--- config.mk ---
export PLATFORM = sky130hd
export DESIGN_NAME = multi_spi_loader
export DESIGN_NICKNAME = d
export VERILOG_FILES = /design/src/rtl/multi_spi_loader.sv
export SDC_FILE = /design/constraint.sdc
export NUM_CORES = 1
export LEC_CHECK = 0
export ABC_AREA = 1
export CAP_MARGIN = 5
export CORE_MARGIN = 1.5
export CORE_UTILIZATION = 49
export CTS_CLUSTER_SIZE = 25
export DETAILED_ROUTE_END_ITERATION = 8
export GPL_ROUTABILITY_DRIVEN = 0
export GPL_TIMING_DRIVEN = 0
export HOLD_SLACK_MARGIN = 0.12
export PLACE_DENSITY_LB_ADDON = 0.12
export SYNTH_ARGS = -nofsm -noshare
export SYNTH_HDL_FRONTEND = slang
export SYNTH_SLANG_ARGS = --single-unit
--- constraint.sdc ---
create_clock -name clk -period 1.6 [get_ports clk]
set_input_delay 0.16 -clock clk [delete_from_list [all_inputs] [get_ports clk]]
set_output_delay 0.16 -clock clk [all_outputs]
set_load 0.005 [all_outputs]
--- src/rtl/multi_spi_loader.sv ---
// multi_spi_loader
//   Collects LANES-bit beats into two independent frame registers: a WREG-bit
//   weight word (sel=01) and a DREG-bit data word (sel=10). Each path shifts
//   beats into a shadow register, MSB-first. On the last beat of a frame it
//   copies the shadow to the committed output and pulses a done flag for one
//   cycle. If the beat stream switches target in the middle of a frame, the
//   unfinished frame is dropped and err_abort is flagged.
//
// Handshake: din_valid qualifies din/sel for one clk cycle. There is no
//   backpressure. Every qualified beat is consumed on the rising edge it is
//   presented at, so one beat per cycle is always accepted.
//
// Ports:
//   clk, rst_n        clock, asynchronous active-low reset
//   din[LANES]        beat data
//   din_valid         beat qualifier
//   sel[2]            01 = weights, 10 = data, 00/11 = ignored
//   clr_w, clr_d      synchronous clear of the weight / data path
//   err_clr           clears err_abort (a simultaneous abort wins)
//   weights[WREG]     committed weight word
//   data[DREG]        committed data word
//   w_done, d_done    one-cycle commit pulses
//   busy              registered: a frame is partially loaded on either path
//   err_abort         sticky partial-frame abort flag
module multi_spi_loader #(
  parameter int LANES = 4,
  parameter int WREG  = 32,
  parameter int DREG  = 128
) (
  input  logic             clk,
  input  logic             rst_n,
  input  logic [LANES-1:0] din,
  input  logic             din_valid,
  input  logic [1:0]       sel,
  input  logic             clr_w,
  input  logic             clr_d,
  input  logic             err_clr,
  output logic [WREG-1:0]  weights,
  output logic [DREG-1:0]  data,
  output logic             w_done,
  output logic             d_done,
  output logic             busy,
  output logic             err_abort
);

  localparam int WBEATS = WREG / LANES;
  localparam int DBEATS = DREG / LANES;
  localparam int WCW    = (WBEATS > 1) ? $clog2(WBEATS) : 1;
  localparam int DCW    = (DBEATS > 1) ? $clog2(DBEATS) : 1;

  // Previous valid target; this is the whole per-cycle state machine.
  typedef enum logic [1:0] {
    TGT_NONE = 2'd0,
    TGT_W    = 2'd1,
    TGT_D    = 2'd2
  } tgt_e;

  tgt_e state_q, state_d;

  logic beat_w, beat_d;
  logic abort_w, abort_d;

  logic [WREG-1:0] w_sh_q, w_sh_d, weights_q, weights_d, w_shift;
  logic [DREG-1:0] d_sh_q, d_sh_d, data_q, data_d, d_shift;
  logic [WCW-1:0]  w_cnt_q, w_cnt_d;
  logic [DCW-1:0]  d_cnt_q, d_cnt_d;
  logic            w_done_q, w_done_d, d_done_q, d_done_d;
  logic            busy_q, err_q, err_d;

  // sel=00/11 beats are not beats at all: they touch no state, including
  // the previous-target tracker.
  assign beat_w = din_valid && (sel == 2'b01);
  assign beat_d = din_valid && (sel == 2'b10);

  // ---------------- FSM: state register ----------------
  always_ff @(posedge clk or negedge rst_n) begin
    if (!rst_n) state_q <= TGT_NONE;
    else        state_q <= state_d;
  end

  // ---------------- FSM: next state ----------------
  always_comb begin
    state_d = state_q;
    if (beat_w)      state_d = TGT_W;
    else if (beat_d) state_d = TGT_D;
  end

  // ---------------- FSM: outputs (abort decode) ----------------
  // An abort fires only when the previous target holds a partial frame. A
  // target that has just committed has its counter at 0, so switching after
  // a complete frame is legal.
  always_comb begin
    abort_w = 1'b0;
    abort_d = 1'b0;
    case (state_q)
      TGT_W:   abort_w = beat_d && (w_cnt_q != '0);
      TGT_D:   abort_d = beat_w && (d_cnt_q != '0);
      default: ;
    endcase
  end

  // ---------------- weight path ----------------
  assign w_shift = (w_sh_q << LANES) | WREG'(din);

  always_comb begin
    w_sh_d    = w_sh_q;
    w_cnt_d   = w_cnt_q;
    weights_d = weights_q;
    w_done_d  = 1'b0;
    if (clr_w) begin
      w_sh_d    = '0;
      w_cnt_d   = '0;
      weights_d = '0;
    end else if (beat_w) begin
      w_sh_d = w_shift;
      if (w_cnt_q == WCW'(WBEATS - 1)) begin
        weights_d = w_shift;
        w_cnt_d   = '0;
        w_done_d  = 1'b1;
      end else begin
        w_cnt_d = w_cnt_q + WCW'(1);
      end
    end else if (abort_w) begin
      w_sh_d  = '0;
      w_cnt_d = '0;
    end
  end

  // ---------------- data path ----------------
  assign d_shift = (d_sh_q << LANES) | DREG'(din);

  always_comb begin
    d_sh_d   = d_sh_q;
    d_cnt_d  = d_cnt_q;
    data_d   = data_q;
    d_done_d = 1'b0;
    if (clr_d) begin
      d_sh_d  = '0;
      d_cnt_d = '0;
      data_d  = '0;
    end else if (beat_d) begin
      d_sh_d = d_shift;
      if (d_cnt_q == DCW'(DBEATS - 1)) begin
        data_d   = d_shift;
        d_cnt_d  = '0;
        d_done_d = 1'b1;
      end else begin
        d_cnt_d = d_cnt_q + DCW'(1);
      end
    end else if (abort_d) begin
      d_sh_d  = '0;
      d_cnt_d = '0;
    end
  end

  // A new abort takes priority over err_clr in the same cycle.
  always_comb begin
    err_d = err_q;
    if (abort_w || abort_d) err_d = 1'b1;
    else if (err_clr)       err_d = 1'b0;
  end

  always_ff @(posedge clk or negedge rst_n) begin
    if (!rst_n) begin
      w_sh_q    <= '0;
      w_cnt_q   <= '0;
      weights_q <= '0;
      w_done_q  <= 1'b0;
      d_sh_q    <= '0;
      d_cnt_q   <= '0;
      data_q    <= '0;
      d_done_q  <= 1'b0;
      busy_q    <= 1'b0;
      err_q     <= 1'b0;
    end else begin
      w_sh_q    <= w_sh_d;
      w_cnt_q   <= w_cnt_d;
      weights_q <= weights_d;
      w_done_q  <= w_done_d;
      d_sh_q    <= d_sh_d;
      d_cnt_q   <= d_cnt_d;
      data_q    <= data_d;
      d_done_q  <= d_done_d;
      // Registered from the next counter values, so busy tracks the counters
      // in the same cycle they change.
      busy_q    <= (w_cnt_d != '0) || (d_cnt_d != '0);
      err_q     <= err_d;
    end
  end

  assign weights   = weights_q;
  assign data      = data_q;
  assign w_done    = w_done_q;
  assign d_done    = d_done_q;
  assign busy      = busy_q;
  assign err_abort = err_q;

endmodule
==> results of run 1 <==
-- routing by layer --
metal,global-route usage,share of wire
met5,0,0
met4,0.0730,0.023
met2,0.407,0.49
met3,0.0485,0.048
met1,0.359,0.44
-- cell families after synthesis --
family,count (synthesis),share of synthesized area
adders and majority gates,6,0.00595
AOI/OAI and AO/OA,327,0.133
DFF,326,0.647
and+or+nand+nor,463,0.157
buffers and inverters,158,0.0569
-- cell usage after synthesis (2+ instances only) --
cell / number
nand3_2: 2
nor2_4: 4
buf_1: 3
o22ai_1: 29
inv_1: 59
nand2_1: 284
buf_6: 9
dfrtp_1: 326
clkbuf_1: 38
inv_2: 4
ha_1: 6
nand3_1: 154
o21ai_0: 226
o21ai_1: 70
nor2_1: 17
buf_2: 43
-- worst max path at each step --
stage,depth (start not counted),slack [ps],to
6_report,12,-200,d_sh_q[69]
5_1_grt,10,-260,data[126]
4_1_cts,9,-180,data[61]
3_5_place_dp,9,-640,err_abort
3_3_place_gp,1,-13660,data[31]
2_1_floorplan,8,-3,data[29]
-- what timing repair did --
action | in CTS | in global routing
setup buffers | 15 | 12
setup endpoints to repair | 311 | 330
cloned | 16 | 9
gates resized for setup | 269 | 260
endpoints found under the hold margin | 117 | 117
pin swaps | 37 | 71
-- state kept, by name, summed over array words and instances, names as in the netlist, 2 cells and up --
name	count
w_cnt_q	3
weights	32
state_q	2
d_cnt_q	5
w_sh_q	28
data	128
d_sh_q	124
-- critical path, stage by stage, from the launching register on --
cell and delay [ps]:
dfrtp_1 390, buf_6 130, inv_4 30, ha_4 140, inv_2 40, nor2_2 30
nand2_2 90, nand3_4 170, clkbuf_16 240, buf_12 130, buf_16 130, nand3_4 70
nand2_2 50
-- power breakdown --
part | switching [W] | total [W] | leakage (nW) | internal, W
sequential | 0.0000285 | 0.00831 | 4.54 | 0.00828
combinational | 0.000777 | 0.00120 | 3.50 | 0.000425
clock | 0.00325 | 0.00865 | 0.612 | 0.00539
total | 0.00406 | 0.0182 | 8.65 | 0.0141
-- layout make-up --
cell class                 count  area (sq um)  area share
buffer                        93           947      0.0518
clock buffer                  47          1050      0.0577
clock inverter                11           183      0.0100
inverter                      65           251      0.0138
multi-input combinational    797          4690       0.257
sequential                   326          8160       0.446
tap                          330           413      0.0226
timing repair buffer         225          2580       0.141
-- stage by stage --
step / cells / power (W) / hold WS [ps] / instance area [sq um]
2_1_floorplan: 1280 / 0.00886 / -136 / 12700
3_3_place_gp: 1785 / 0.00925 / 475 / 14900
3_5_place_dp: 1787 / 0.00927 / 290 / 14900
4_1_cts: 1876 / 0.0181 / -250 / 17300
5_1_grt: 1894 / 0.0187 / -234 / 18300
6_report: 1894 / 0.0182 / -334 / 18300
==> metrics.txt, run 1 <==
status finished, violations left; failing checks hold timing, setup timing; worst slack at placement -640 ps; clk_lat worst skew 520 ps; worst setup path startpoint d_cnt_q[1]; port bufs 175; PD cells 994 nW/um^2; initial antenna violation count 0; WHS -334 ps; H-tree levels 2; maximum clock path buffer count 3; die height 163 um; Starting Density 0.499; setup TNS -29,360 ps; Critical Path Start Type flip-flop; DR vias/cell 5.51; commonest non-fill, non-tap cells in the layout dfrtp_1 (326), nand2_1 (265), clkdlybuf4s50_1 (171); Setup crit end kind flip-flop; die area 26,700 sq um; Max VDD drop 0.859 mV; Top FF cell, synth dfrtp_1; final hold vios 117; DIE WIDTH 163 um; WP data arrival 2180 ps; final setup vio count 254; post-synth top area share 0.647; routed len/inst 18.4 um; vias in the first global route 10,400; Num CTS Buffers 34; clock slew at the register clock pins of the worst setup and hold paths 60 ps; clk_skew 18.1 ps; Layout area overhead 44.9%; dominant cells by area after synthesis dfrtp_1 (65%), o21ai_0 (9.0%), nand2_1 (8.5%); # DRC 0; ratio of cells with drive above 1 in the final layout 0.260; ANT nets after route 0; Syn Nets 1,298; Final min period 1800 ps; antenna cells 0; Slew Limit Fails 0; crit-path max FO 7; setup slack, reg-to-reg -200 ps; area leader, netlist dfrtp_1; Post-synth EDFFs 0; Clock Sinks 326; reg2reg start d_cnt_q[1]; GRT Residual Overflow 0; Netlist cell types 22; Vias 10,400; largest net degree at the start of global routing 122; asr flop ratio synth 1.00; CTS tree done; num ports 176; GRT Total Usage 0.256; Reg2Reg Depth 12; commonest non-fill, non-tap cell in the layout dfrtp_1; Critical R2R Capture d_sh_q[69]; maximum clock frequency 0.556 GHz; routed wire length 34.8 mm; RSZ-0062 raised after global routing yes; Req. time, crit path 1990 ps; yosys warns 0; actual transition at the worst max-transition pin 940 ps; Seq/Total Area, Yosys 0.647; dpl hpwl 20.6 mm; Slew headroom 0.374; number of DRC markers in iteration 0 871; DRT Pass-1 Iters 6; # Max-Cap Violations 0; fin worst setup slack -197 ps; number of synthesized register bits 326; Mean Syn Cell Area 9.85 sq um; Filler cells 1,806; cell count after synthesis 1,280; Core Area 25,300 sq um; Final Cycle Share 1.12; worst min path class input port to async pin; first-pass GRT wire length 54.1 mm; nets@finish 1,560; final core occ 0.723; WS Path Type flip-flop to flip-flop; clk root buf clkbuf_16; num rows 58; mapped cell area 12,600 sq um; Leak 8.65 nW
Note: power is estimated with default switching activity, not from simulation.
==> run 2: changes to the inputs <==
--- a/config.mk
+++ b/config.mk
@@ -6,7 +6,7 @@
 export NUM_CORES = 1
 export LEC_CHECK = 0
 export ABC_AREA = 1
-export CAP_MARGIN = 5
+export CAP_MARGIN = 30
 export CORE_MARGIN = 1.5
 export CORE_UTILIZATION = 49
 export CTS_CLUSTER_SIZE = 25
==> results of run 2 <==
Final layout, timing and power as in run 1 (identical DEF).
==> run 3: changes to the inputs <==
--- a/config.mk
+++ b/config.mk
@@ -8,12 +8,12 @@
 export ABC_AREA = 1
 export CAP_MARGIN = 30
 export CORE_MARGIN = 1.5
-export CORE_UTILIZATION = 49
+export CORE_UTILIZATION = 50
 export CTS_CLUSTER_SIZE = 25
 export DETAILED_ROUTE_END_ITERATION = 8
 export GPL_ROUTABILITY_DRIVEN = 0
 export GPL_TIMING_DRIVEN = 0
-export HOLD_SLACK_MARGIN = 0.12
+export HOLD_SLACK_MARGIN = 0.08
 export PLACE_DENSITY_LB_ADDON = 0.12
 export SYNTH_ARGS = -nofsm -noshare
 export SYNTH_HDL_FRONTEND = slang
==> constraint.sdc (replaced) <==
create_clock -name clk -period 2.3 [get_ports clk]
set_input_delay 0.23 -clock clk [delete_from_list [all_inputs] [get_ports clk]]
set_output_delay 0.23 -clock clk [all_outputs]
set_load 0.005 [all_outputs]
==> metrics.txt, run 3 (synthesized netlist as in run 1, its figures left out) <==
H-tree levels 2 (unchanged); fin worst setup slack 227 ps (was -197 ps); vias in the first global route 9,810 (was 10,400); # DRC 0 (unchanged); Filler cells 2,029 (was 1,806); ANT nets after route 0 (unchanged); clock slew at the register clock pins of the worst setup and hold paths 60 ps (about the same); Vias 9,983 (was 10,400); Starting Density 0.514 (was 0.499); crit-path max FO 10 (was 7); maximum clock path buffer count 3 (unchanged); Slew headroom 0.440 (was 0.374); Largest stage delay, worst path 420 ps (was 390 ps); Req. time, crit path 2710 ps (was 1990 ps); number of DRC markers in iteration 0 824 (was 871); die height 162 um (was 163 um); RSZ-0062 raised after global routing no (was yes); DR vias/cell 5.42 (was 5.51); nets@finish 1,511 (was 1,560); final setup vio count 0 (was 254); Slew Limit Fails 0 (unchanged); clk_skew 14.2 ps (was 18.1 ps); largest net degree at the start of global routing 125 (was 122); Clock Sinks 326 (unchanged); Final Cycle Share 0.901 (was 1.12); DIE WIDTH 162 um (was 163 um); status complete, no violations (was finished, violations left); CTS tree done (unchanged); routed len/inst 16.6 um (was 18.4 um); maximum clock frequency 0.482 GHz (was 0.556 GHz); max reg flops 128 (unchanged); worst slack at placement -56.4 ps (was -640 ps); # Max-Cap Violations 0 (unchanged); Setup crit end kind flip-flop (unchanged); WS Path Type flip-flop to flip-flop (unchanged); Num CTS Buffers 34 (unchanged); clk root buf clkbuf_16 (unchanged); Layout area overhead 27.1% (was 44.9%); routed wire length 30.7 mm (was 34.8 mm); port bufs 175 (unchanged); die area 26,200 sq um (was 26,700 sq um); Leak 7.85 nW (was 8.65 nW); GRT Total Usage 0.243 (was 0.256); final core occ 0.653 (was 0.723); final hold vios 0 (was 117); WP data arrival 2480 ps (was 2180 ps); num ports 176 (unchanged); Crit-path slowest cell dfrtp_1 (unchanged); Final min period 2070 ps (was 1800 ps); num rows 57 (was 58); first-pass GRT wire length 51.3 mm (was 54.1 mm); antenna cells 0 (unchanged); Critical Path Start Type flip-flop (unchanged); actual transition at the worst max-transition pin 840 ps (was 940 ps); Cell Chain, Critical Path ha_1, nand2_1, nor2_1, ha_1, nor2_2, clkbuf_4, clkbuf_2, o21ai_0, o21ai_0 (was buf_6, inv_4, ha_4, inv_2, nor2_2, nand2_2, nand3_4, clkbuf_16, buf_12, buf_16, nand3_4, nand2_2); dpl hpwl 20.4 mm (was 20.6 mm); total setup buffers inserted after CTS 0 (was 15); clk_lat worst skew 510 ps (was 520 ps); DRT Pass-1 Iters 7 (was 6); worst min path class input port to async pin (unchanged); Core Area 24,500 sq um (was 25,300 sq um); Max VDD drop 0.607 mV (was 0.859 mV); initial antenna violation count 0 (unchanged); PD cells 744 nW/um^2 (was 994 nW/um^2); commonest non-fill, non-tap cell in the layout dfrtp_1 (unchanged); commonest non-fill, non-tap cells in the layout dfrtp_1 (326), nand2_1 (284), o21ai_0 (226) (was dfrtp_1 (326), nand2_1 (265), clkdlybuf4s50_1 (171)); GRT Residual Overflow 0 (unchanged); ratio of cells with drive above 1 in the final layout 0.0949 (was 0.260)
[run 3: cell count changes in the layout (fill, tap and decap cells not counted), sizes merged]
cell,previous run,this run
buf,111,57
dlygate4sd3,0,1
bufinv,5,2
clkinvlp,1,2
dlygate4sd2,3,0
clkbuf,80,89
clkinv,6,7
clkdlybuf4s50,171,174
nand3,157,156
[run 3: layout make-up]
cell class,instances,area [sq um],area share
sequential,326,8160,0.509
multi-input combinational,796,3740,0.233
tap,324,405,0.0253
clock buffer,51,1050,0.0654
timing repair buffer,178,1820,0.114
buffer,92,499,0.0312
clock inverter,10,105,0.00656
inverter,65,246,0.0154
[run 3: stage by stage]
stage / total power, W / setup TNS, ps / area (sq um) / hold slack [ps] / cells
2_1_floorplan: 0.00615 / 0 / 12600 / -65.6 / 1280
4_1_cts: 0.0120 / 0 / 16000 / 335 / 1843
5_1_grt: 0.0123 / 0 / 16000 / 354 / 1842
3_5_place_dp: 0.00643 / -238 / 14800 / 338 / 1781
3_3_place_gp: 0.00642 / -4220140 / 14800 / 480 / 1779
6_report: 0.0119 / 0 / 16000 / 358 / 1842
[run 3: repair_timing]
action,4_1_cts,5_1_grt
hold buffers,1,0
setup endpoints to repair,20,220
gates resized for setup,3,42
hold endpoints to repair,111,0
gates cloned,0,0
[run 3: path summary, 6_finish.rpt]
path | startpoint | endpoint | slack [ps] | cells past startpoint
max in group asynchronous | rst_n | d_cnt_q[4] | 450 | 4
setup / recovery | d_cnt_q[0] | data[125] | 230 | 9
setup reg to reg | d_cnt_q[0] | data[125] | 230 | 9
hold reg to reg | d_sh_q[14] | d_sh_q[18] | 500 | 2
hold / removal | rst_n | data[100] | 360 | 2
min in group clk | err_clr | err_abort | 360 | 2
[run 3: power breakdown]
group          total [W]  switching [W]  internal [W]
clock            0.00560        0.00222       0.00338
sequential       0.00578      0.0000199       0.00576
combinational   0.000538       0.000401      0.000137
total             0.0119        0.00264       0.00928
[run 3: metal layers]
metal  share of wire  GRT usage  vias up
met2            0.46      0.370      288
met1            0.47      0.364     4919
met4           0.022     0.0684        0
met5               0          0        -
met3           0.054     0.0401       49
li1                -          -     4727
[run 3: worst max-delay path: cells and delay by family, from the launching register on]
| family | cells | cell delay, ps |
|---|---|---|
| buffers and inverters | 2 | 600 |
| adders and majority gates | 2 | 440 |
| DFF | 1 | 420 |
| and+or+nand+nor | 3 | 310 |
| AOI/OAI and AO/OA | 2 | 210 |
==> patch: new RTL, flow settings as in run 1 <==
Make the reset (`rst_n`) synchronous in 2 clocked blocks. Comments in the files are not updated.
--- a/src/rtl/multi_spi_loader.sv
+++ b/src/rtl/multi_spi_loader.sv
@@ -74,5 +74,5 @@
 
   // ---------------- FSM: state register ----------------
-  always_ff @(posedge clk or negedge rst_n) begin
+  always_ff @(posedge clk) begin
     if (!rst_n) state_q <= TGT_NONE;
     else        state_q <= state_d;
@@ -161,5 +161,5 @@
   end
 
-  always_ff @(posedge clk or negedge rst_n) begin
+  always_ff @(posedge clk) begin
     if (!rst_n) begin
       w_sh_q    <= '0;
Formal check against the unedited RTL: differs if rst_n is asserted again (counterexample within 4 cycles, from zero or initial values and one cycle with rst_n low); with rst_n held inactive, the same outputs for 4 cycles.
==> patch against run 1 <==
The run ends with setup timing left. Worst hold slack gained 0.61 ns. Final area shrank 14%. Worst setup slack lost 0.024 ns. First-iteration DRC count decreased by 30%. Clock skew shrank 0.0043 ns. Sequential cell count stayed put. Global-route usage shrank 2.5 points. Wire length decreased by 14%. Via count increased by 1.5%. Synthesized area shrank 7.1%. Largest cell class unchanged.
Power is not compared: it rests on default switching activity, and its combinational part moved more than twofold at a synthesized area within 25%.
==> patch: results (changes against run 1) <==
The total detailed-routing wirelength is 29800 µm (-14%). The number of cells traversed by the worst register-to-register path is 12 (unchanged). The source-to-sink clock delay at the later pin of the worst-skew pair came out at 0.50 ns (-0.02 ns). The maximum number of pins on one net before global-route repair came out at 14 (-89%).

The setup slack after placement is -0.897 ns (-0.257 ns). The routed length on met2 is 13700 µm (-19%). The total via count after detailed routing came out at 10600 (+1.5%). The cell count after placement is 1968 (+10%). The average wire per cell in the routed design is 14.6 µm (-21%). The placed standard-cell area was 13900 µm² (-6.6%). The worst register-to-register path begins at d_cnt_q[0].

The checks that failed: setup timing. The proportion of synthesized flip-flops having asynchronous set or reset came out at 0% (-100 points). The aggregate negative setup slack came to -24.69 ns (+4.67 ns).

The global routing met2 resource utilization is 37.4% (-3.4 points). The depth of the worst hold-timing path is 3. The min-delay analysis places its worst path in the category in2reg. The met3 routing resource usage after global routing came out at 4.19% (-0.66 points). The setup fix buffers added after clock tree synthesis is 7 (-8). The detailed-router iteration count before antenna repair is 7 (+1). The DRC marker count from the first detailed-route iteration is 607 (-30%).

The residual overflow from global routing is 0 (unchanged). The met1 routed wirelength after detailed routing came out at 13800 µm (-10%). The number of warning messages in the yosys log is 0 (unchanged). The clock slew seen by the registers of the worst setup and hold paths came out at 0.06 ns (about the same). The number of cells upsized or downsized after cts came to 57 (-79%). The flow ran to the end, but the final reports show violations. The total clock buffers created by CTS came out at 35 (+2.9%). The post-layout net count came out at 1723 (+10%). The detailed placer's ending HPWL is 19400 µm (-5.8%).

The area share of the largest cell type after synthesis is 55.7% (-9.0 points). The number of input and output port buffers inserted came to 175 (unchanged). The number of distinct library cells after synthesis came out at 21 (-4.5%). The setup slack after layout is -0.221 ns (-0.0240 ns). The transition time at the pin with the least slew margin is 0.701 ns (-0.238 ns). The sum of met3 wire segment lengths after detailed routing is 1560 µm (-6.7%). The share of layout cells above drive strength 1 is 11.9% (-14 points). The data arrival time at the worst-slack endpoint is 2.21 ns (+0.03 ns). The overall fraction of global-route tracks in use is 23.1% (-2.5 points). Sorting the synthesized cells by area gives the leading types as dfxtp_1, nand2_1, nand3_1. The final-layout fill cell count is 1996 (+11%).

The final-report setup violation count is 213 (-16%). The global-route met1 utilization was 31.4% (-4.6 points). The cell type of the slowest stage on the worst timing path is dfxtp_4. The worst slack on hold paths came out at 0.273 ns (+0.607 ns).

The via count of the first global-routing pass is 9738 (-6.2%). Following the worst setup path forward leads to its endpoint at data[95]. The top flip-flop cell by instance count after synthesis is dfxtp_1. The highest net fanout along the worst path was 10 (+3). The register-to-register setup slack was -0.22 ns (-0.02 ns). The final clock skew came out at 0.0138 ns (-0.00429 ns). The commonest cells after synthesis are nand2_1, dfxtp_1, nand3_1. The first-pass GRT wire length is 46900 µm (-13%).
==> patch: cell types whose count changed after synthesis, sizes merged, moves of 157 or more <==
cell | before | now
dfxtp | 0 | 326
nand2 | 285 | 480
o21ai | 296 | 14
a21oi | 0 | 163
dfrtp | 326 | 0
nand3 | 156 | 313
==> patch: cell type report <==
type,instances,area [µm²],area share (%)
Clock buffer,54,1030,6.54
Timing Repair Buffer,194,2050,13.0
Sequential cell,326,6540,41.5
Inverter,27,111,0.707
Multi-Input combinational cell,1004,4720,30.0
Tap cell,319,399,2.53
Clock inverter,7,88.8,0.564
Buffer,117,812,5.15
==> patch: logic make-up (layout without fill, tap and decap cells) <==
| family | count (synthesis) | in the layout | synth area share (%) |
|---|---|---|---|
| simple gates | 819 | 819 | 30.0 |
| flops | 326 | 326 | 55.7 |
| compound gates | 179 | 179 | 7.68 |
| buf+inv | 144 | 399 | 5.98 |
| fa+ha+maj | 6 | 6 | 0.641 |
